==> src/rtl/data_sram_responder.sv <==
// data_sram_responder
//   Responder side of the core's like-SRAM data interface. Accepted requests
//   drive a single-port synchronous RAM (1-cycle read latency). Responses come
//   back strictly in acceptance order through a DEPTH-entry response FIFO,
//   each held back RESP_DELAY extra cycles before data_ok.
//
//   Parameters: DEPTH (max outstanding, power of two >= 2), RESP_DELAY (0..15),
//               RAM_AW (RAM word-address width).
//   Ports:
//     clk, rstn                       clock, async active-low reset
//     data_sram_req/wr/size/addr/wstrb/wdata   request from Execute
//     data_sram_addr_ok               request accepted this cycle (when req=1)
//     data_sram_data_ok/rdata         in-order one-cycle response pulse + data
//     ram_en/we/addr/wdata, ram_rdata data RAM port
//
//   Optional: define DATA_SRAM_RAND_STALL_EN to gate addr_ok with a 16-bit
//   LFSR (seed 16'hACE1) for handshake stress; ordering and data unchanged.
module data_sram_responder #(
  parameter int unsigned DEPTH      = 4,
  parameter int unsigned RESP_DELAY = 0,
  parameter int unsigned RAM_AW     = 14
) (
  input  logic              clk,
  input  logic              rstn,
  input  logic              data_sram_req,
  input  logic              data_sram_wr,
  input  logic [1:0]        data_sram_size,
  input  logic [31:0]       data_sram_addr,
  input  logic [3:0]        data_sram_wstrb,
  input  logic [31:0]       data_sram_wdata,
  output logic              data_sram_addr_ok,
  output logic              data_sram_data_ok,
  output logic [31:0]       data_sram_rdata,
  output logic              ram_en,
  output logic [3:0]        ram_we,
  output logic [RAM_AW-1:0] ram_addr,
  output logic [31:0]       ram_wdata,
  input  logic [31:0]       ram_rdata
);

  localparam int unsigned   PW      = $clog2(DEPTH);
  localparam int unsigned   CW      = $clog2(DEPTH) + 1;
  localparam logic [CW-1:0] DEPTH_C = CW'(DEPTH);
  localparam logic [3:0]    DLY_C   = 4'(RESP_DELAY);

  logic [CW-1:0] out_cnt, out_cnt_nxt;
  logic          addr_ok_q, addr_ok_nxt;
  logic          accept;
  logic          s1_valid, s1_wr;
  logic [31:0]   fifo_data [DEPTH];
  logic [3:0]    fifo_dly  [DEPTH];
  logic [PW-1:0] wr_ptr, rd_ptr;
  logic [CW-1:0] fifo_n;
  logic          head_valid, pop;

  // size and the byte-offset/high address bits carry no information here
  logic unused_bits;
  assign unused_bits = ^{data_sram_size, data_sram_addr[31:RAM_AW+2], data_sram_addr[1:0]};

  assign accept     = data_sram_req & addr_ok_q;
  assign head_valid = (fifo_n != '0);
  assign pop        = head_valid && (fifo_dly[rd_ptr] == '0);

  assign data_sram_addr_ok = addr_ok_q;
  assign data_sram_data_ok = pop;
  assign data_sram_rdata   = head_valid ? fifo_data[rd_ptr] : '0;

  assign ram_en    = accept;
  assign ram_we    = (accept && data_sram_wr) ? data_sram_wstrb : 4'b0;
  assign ram_addr  = accept ? data_sram_addr[RAM_AW+1:2] : '0;
  assign ram_wdata = accept ? data_sram_wdata : '0;

  always_comb begin
    out_cnt_nxt = out_cnt;
    if (accept && !pop)
      out_cnt_nxt = out_cnt + CW'(1);
    else if (!accept && pop)
      out_cnt_nxt = out_cnt - CW'(1);
  end

  // addr_ok is registered from next-state count so it reads as (count < DEPTH)
  // on the current state while still resetting to 0.
`ifdef DATA_SRAM_RAND_STALL_EN
  logic [15:0] lfsr, lfsr_nxt;
  assign lfsr_nxt    = {lfsr[14:0], lfsr[15] ^ lfsr[13] ^ lfsr[12] ^ lfsr[10]};
  assign addr_ok_nxt = (out_cnt_nxt < DEPTH_C) & lfsr_nxt[0];

  always_ff @(posedge clk or negedge rstn) begin
    if (!rstn) lfsr <= 16'hACE1;
    else       lfsr <= lfsr_nxt;
  end
`else
  assign addr_ok_nxt = (out_cnt_nxt < DEPTH_C);
`endif

  always_ff @(posedge clk or negedge rstn) begin
    if (!rstn) begin
      out_cnt   <= '0;
      addr_ok_q <= 1'b0;
      s1_valid  <= 1'b0;
      s1_wr     <= 1'b0;
      wr_ptr    <= '0;
      rd_ptr    <= '0;
      fifo_n    <= '0;
      for (int unsigned i = 0; i < DEPTH; i++) begin
        fifo_data[i] <= '0;
        fifo_dly[i]  <= '0;
      end
    end else begin
      out_cnt   <= out_cnt_nxt;
      addr_ok_q <= addr_ok_nxt;
      s1_valid  <= accept;
      s1_wr     <= data_sram_wr;
      // Every slot's delay counts down; the slot being filled is loaded instead.
      for (int unsigned i = 0; i < DEPTH; i++) begin
        if (s1_valid && (wr_ptr == PW'(i))) begin
          fifo_data[i] <= s1_wr ? '0 : ram_rdata;
          fifo_dly[i]  <= DLY_C;
        end else if (fifo_dly[i] != '0) begin
          fifo_dly[i] <= fifo_dly[i] - 4'd1;
        end
      end
      if (s1_valid) wr_ptr <= wr_ptr + PW'(1);
      if (pop)      rd_ptr <= rd_ptr + PW'(1);
      if (s1_valid && !pop)      fifo_n <= fifo_n + CW'(1);
      else if (!s1_valid && pop) fifo_n <= fifo_n - CW'(1);
    end
  end

endmodule

==> config.mk <==
export PLATFORM = sky130hd
export DESIGN_NAME = data_sram_responder
export DESIGN_NICKNAME = d
export VERILOG_FILES = /design/src/rtl/data_sram_responder.sv
export SDC_FILE = /design/constraint.sdc
export NUM_CORES = 1
export LEC_CHECK = 0
export BUFFER_PORTS_ARGS = -buffer_cell sky130_fd_sc_hd__buf_4
export CORE_ASPECT_RATIO = 0.7
export CORE_UTILIZATION = 35
export CTS_BUF_LIST = sky130_fd_sc_hd__clkbuf_8
export DETAILED_ROUTE_END_ITERATION = 10
export PLACE_DENSITY_LB_ADDON = 0.12
export REMOVE_ABC_BUFFERS = 1
export SKIP_LAST_GASP = 1
export SLEW_MARGIN = 40
export SYNTH_ARGS = -nofsm -noshare
export SYNTH_HDL_FRONTEND = slang
export SYNTH_SLANG_ARGS = --single-unit
==> constraint.sdc <==
create_clock -name clk -period 3 [get_ports clk]
set_input_delay 0.15 -clock clk [delete_from_list [all_inputs] [get_ports clk]]
set_output_delay 0.15 -clock clk [all_outputs]
set_load 0.01 [all_outputs]
==> out/summary.txt <==
status: finished clean
CP max stage delay: 0.73 ns
CP endpoint kind: output pin
RSZ-0062 raised after global routing: no
vias: 5605
Slew Limit Fails: 0
Avg WL per Cell: 15.63 um
IO Pins: 191
total grt overflow: 0
max-cap violation count: 0
register area share after synthesis: 0.5193
clock transition at the registers of the reported paths: 0.08 ns
CTS max path bufs: 2
CP max FO: 21
pin count of the biggest net entering global routing: 90
WL final: 18.43 mm
Initial Utilization: 0.3607
initial DRC count: 321
first-pass GRT wire length: 30.08 mm
Post-Syn Area: 7566 um^2
final hold violation count: 0
Overall Global Routing Usage: 0.1748
row count: 44
Root Buffer: clkbuf_8
family with the most delay on the worst path: flip-flops
synth warn: 0
nets: 1014
vias in the first global route: 5601
I/O Buffers: 170
Slew HR: 0.5429
fin crit share: 0.8793
Layout area overhead: 26.36%
CTS H-tree lvls: 4
final RePlAce weighted congestion: 0.7557
syn avg cell area: 10.25 um^2
worst path arrival time: 2.49 ns
Worst-Margin Slew: 0.6856 ns
Tmin final: 2.638 ns
Leakage: 4.718 nW
Detail Route Antenna Nets: 0
Setup violations, final: 0
# DRC: 0
CP max-delay cell: dfrtp_2
buffers plus inverters on the worst setup path: 2
total power: 9.027 mW
critical path class: reg2out
Cells after Synth: 738
fillers: 1995
commonest cells after routing, fill and taps aside: 180 x buf_4, 156 x dfrtp_1, 135 x nand2_1
die height: 125.0 um
antenna violations before repair: 0
Crit path required time: 2.85 ns
die area: 22220 um^2
Max Clk Rate: 0.3791 GHz
Die X: 177.7 um
Synth cell types: 35
DR pass1 iterations: 4
share of layout cells above drive strength 1: 0.2846
setup_tns: 0 ns
worst hold path type: in2reg
synthesized flop and latch total: 157
Inserted Clock Buffers: 17
Ant. Diodes: 0
Area after DPL: 9095 um^2
Post-Layout Inst Area: 9560 um^2
CTS tree: yes
maximum VDD drop: 0.3700 mV
Clock Sinks: 157
clk_lat worst skew: 0.45 ns
most common cell after layout, fill and taps aside: buf_4
Pwr Density: 944.2 nW/um^2
core box area: 20980 um^2
Critical Path Source Type: flip-flop
Clock Skew: 0.01085 ns
detailed placement HPWL: 11.74 mm
vias per cell: 4.754
CP cell instances: buf_6 -> mux4_2 -> and2_1 -> buf_4
## sequential cells by signal (all words and copies together) (netlist names)
register           cells
fifo_dly              16
wr_ptr                 2
fifo_data            128
s1_valid               1
rd_ptr                 2
out_cnt                3
s1_wr                  1
fifo_n                 3
data_sram_addr_ok      1
## area by class of cell
| type | instances | area (um^2) | area share |
|---|---|---|---|
| sequential | 157 | 3930 | 0.4111 |
| tap | 276 | 345.3 | 0.03612 |
| clock inverter | 14 | 193.9 | 0.02029 |
| clock buffer | 18 | 247.7 | 0.02591 |
| timing repair buffer | 185 | 1418 | 0.1483 |
| multi-input combinational | 512 | 3362 | 0.3517 |
| inverter | 17 | 63.81 | 0.006675 |
## worst paths after layout
path | start | endpoint | slack, ns | cells after the start
max in group asynchronous | rstn | fifo_data[86] | 1.96 | 3
setup reg to reg | fifo_dly[6] | fifo_n[1] | 0.51 | 7
hold reg to reg | fifo_n[2] | fifo_n[2] | 0.48 | 1
hold / removal | ram_rdata[25] | fifo_data[121] | 0.04 | 3
min in group asynchronous | rstn | fifo_data[96] | 0.28 | 2
setup / recovery | rd_ptr[0] | data_sram_rdata[25] | 0.36 | 4
## Yosys cell counts
cell,number,share of area
and3_1,51,0.042
a21oi_1,15,0.0099
o221ai_1,1,0.0012
xnor2_1,6,0.0069
or2_2,2,0.0017
nand4_1,1,0.00083
mux2_2,1,0.0015
inv_1,17,0.0084
buf_2,6,0.0040
buf_6,2,0.0030
a31o_2,1,0.0012
nand2_1,139,0.069
and2_1,35,0.029
a221oi_1,2,0.0023
nor2_1,13,0.0064
nor3b_1,1,0.00099
a211oi_1,3,0.0030
o31ai_1,2,0.0020
xor2_1,4,0.0046
nor4_1,1,0.00083
buf_4,1,0.00099
mux4_2,32,0.095
mux2i_1,4,0.0053
o21ai_0,131,0.087
or3_1,2,0.0017
fa_1,1,0.0026
ha_1,17,0.028
o21ai_1,1,0.00066
nor3_1,2,0.0013
or4_1,2,0.0020
nand2b_1,37,0.031
nand3b_1,4,0.0040
clkbuf_1,43,0.021
dfrtp_1,157,0.52
o221a_2,1,0.0015
## metrics by stage
| step | util | hold slack (ns) | instances | worst slack, ns |
|---|---|---|---|---|
| 3_3_place_gp | 0.4334 | 0.2910 | 1145 | 0.5284 |
| 6_report | 0.4558 | 0.04391 | 1179 | 0.3621 |
| 4_1_cts | 0.4556 | 0.01384 | 1179 | 0.1432 |
| 3_5_place_dp | 0.4336 | 0.2138 | 1145 | 0.4888 |
| 5_1_grt | 0.4558 | 0.02756 | 1179 | 0.1597 |
| 2_1_floorplan | - | -0.1456 | 686 | -0.05217 |
## kinds of logic (layout without fill, tap and decap cells)
| kind of cell | Yosys count | count (layout) | synth area share |
|---|---|---|---|
| adder cells (fa/ha/maj) | 18 | 18 | 0.03076 |
| multiplexers | 37 | 37 | 0.1020 |
| XOR/XNOR | 10 | 10 | 0.01158 |
| buffers and inverters | 69 | 234 | 0.03770 |
| AO/OA/AOI/OAI | 157 | 157 | 0.1083 |
| AND/OR/NAND/NOR | 290 | 290 | 0.1903 |
| flip-flops | 157 | 157 | 0.5193 |
## where the power goes
group / total, mW / internal [mW] / switching [mW]
logic: 3.80 / 1.96 / 1.84
registers: 3.49 / 2.97 / 0.517
clock network: 1.74 / 0.930 / 0.809
## per-layer routing
layer | vias up | global-route usage | share of wire
li1 | 2824 | - | -
met1 | 2620 | 0.2547 | 0.49
met2 | 144 | 0.2652 | 0.45
met3 | 17 | 0.03315 | 0.046
met4 | 0 | 0.04977 | 0.010
met5 | - | 0 | 0
## what timing repair did
action                     4_1_cts  5_1_grt
hold endpoints to repair        87        0
setup buffers                    0        0
setup endpoints to repair        0        1
gates resized for setup          0        1
hold buffers                     2        0
## worst reg2reg max path, cell delays in order, from the launching register on
cell and delay [ns]:
dfrtp_1 0.42, or4_1 0.59, nor2_1 0.16, o221ai_1 0.21, ha_1 0.27, inv_1 0.07
fa_1 0.40, mux2_2 0.26
Power figures use the tool's default switching activity.
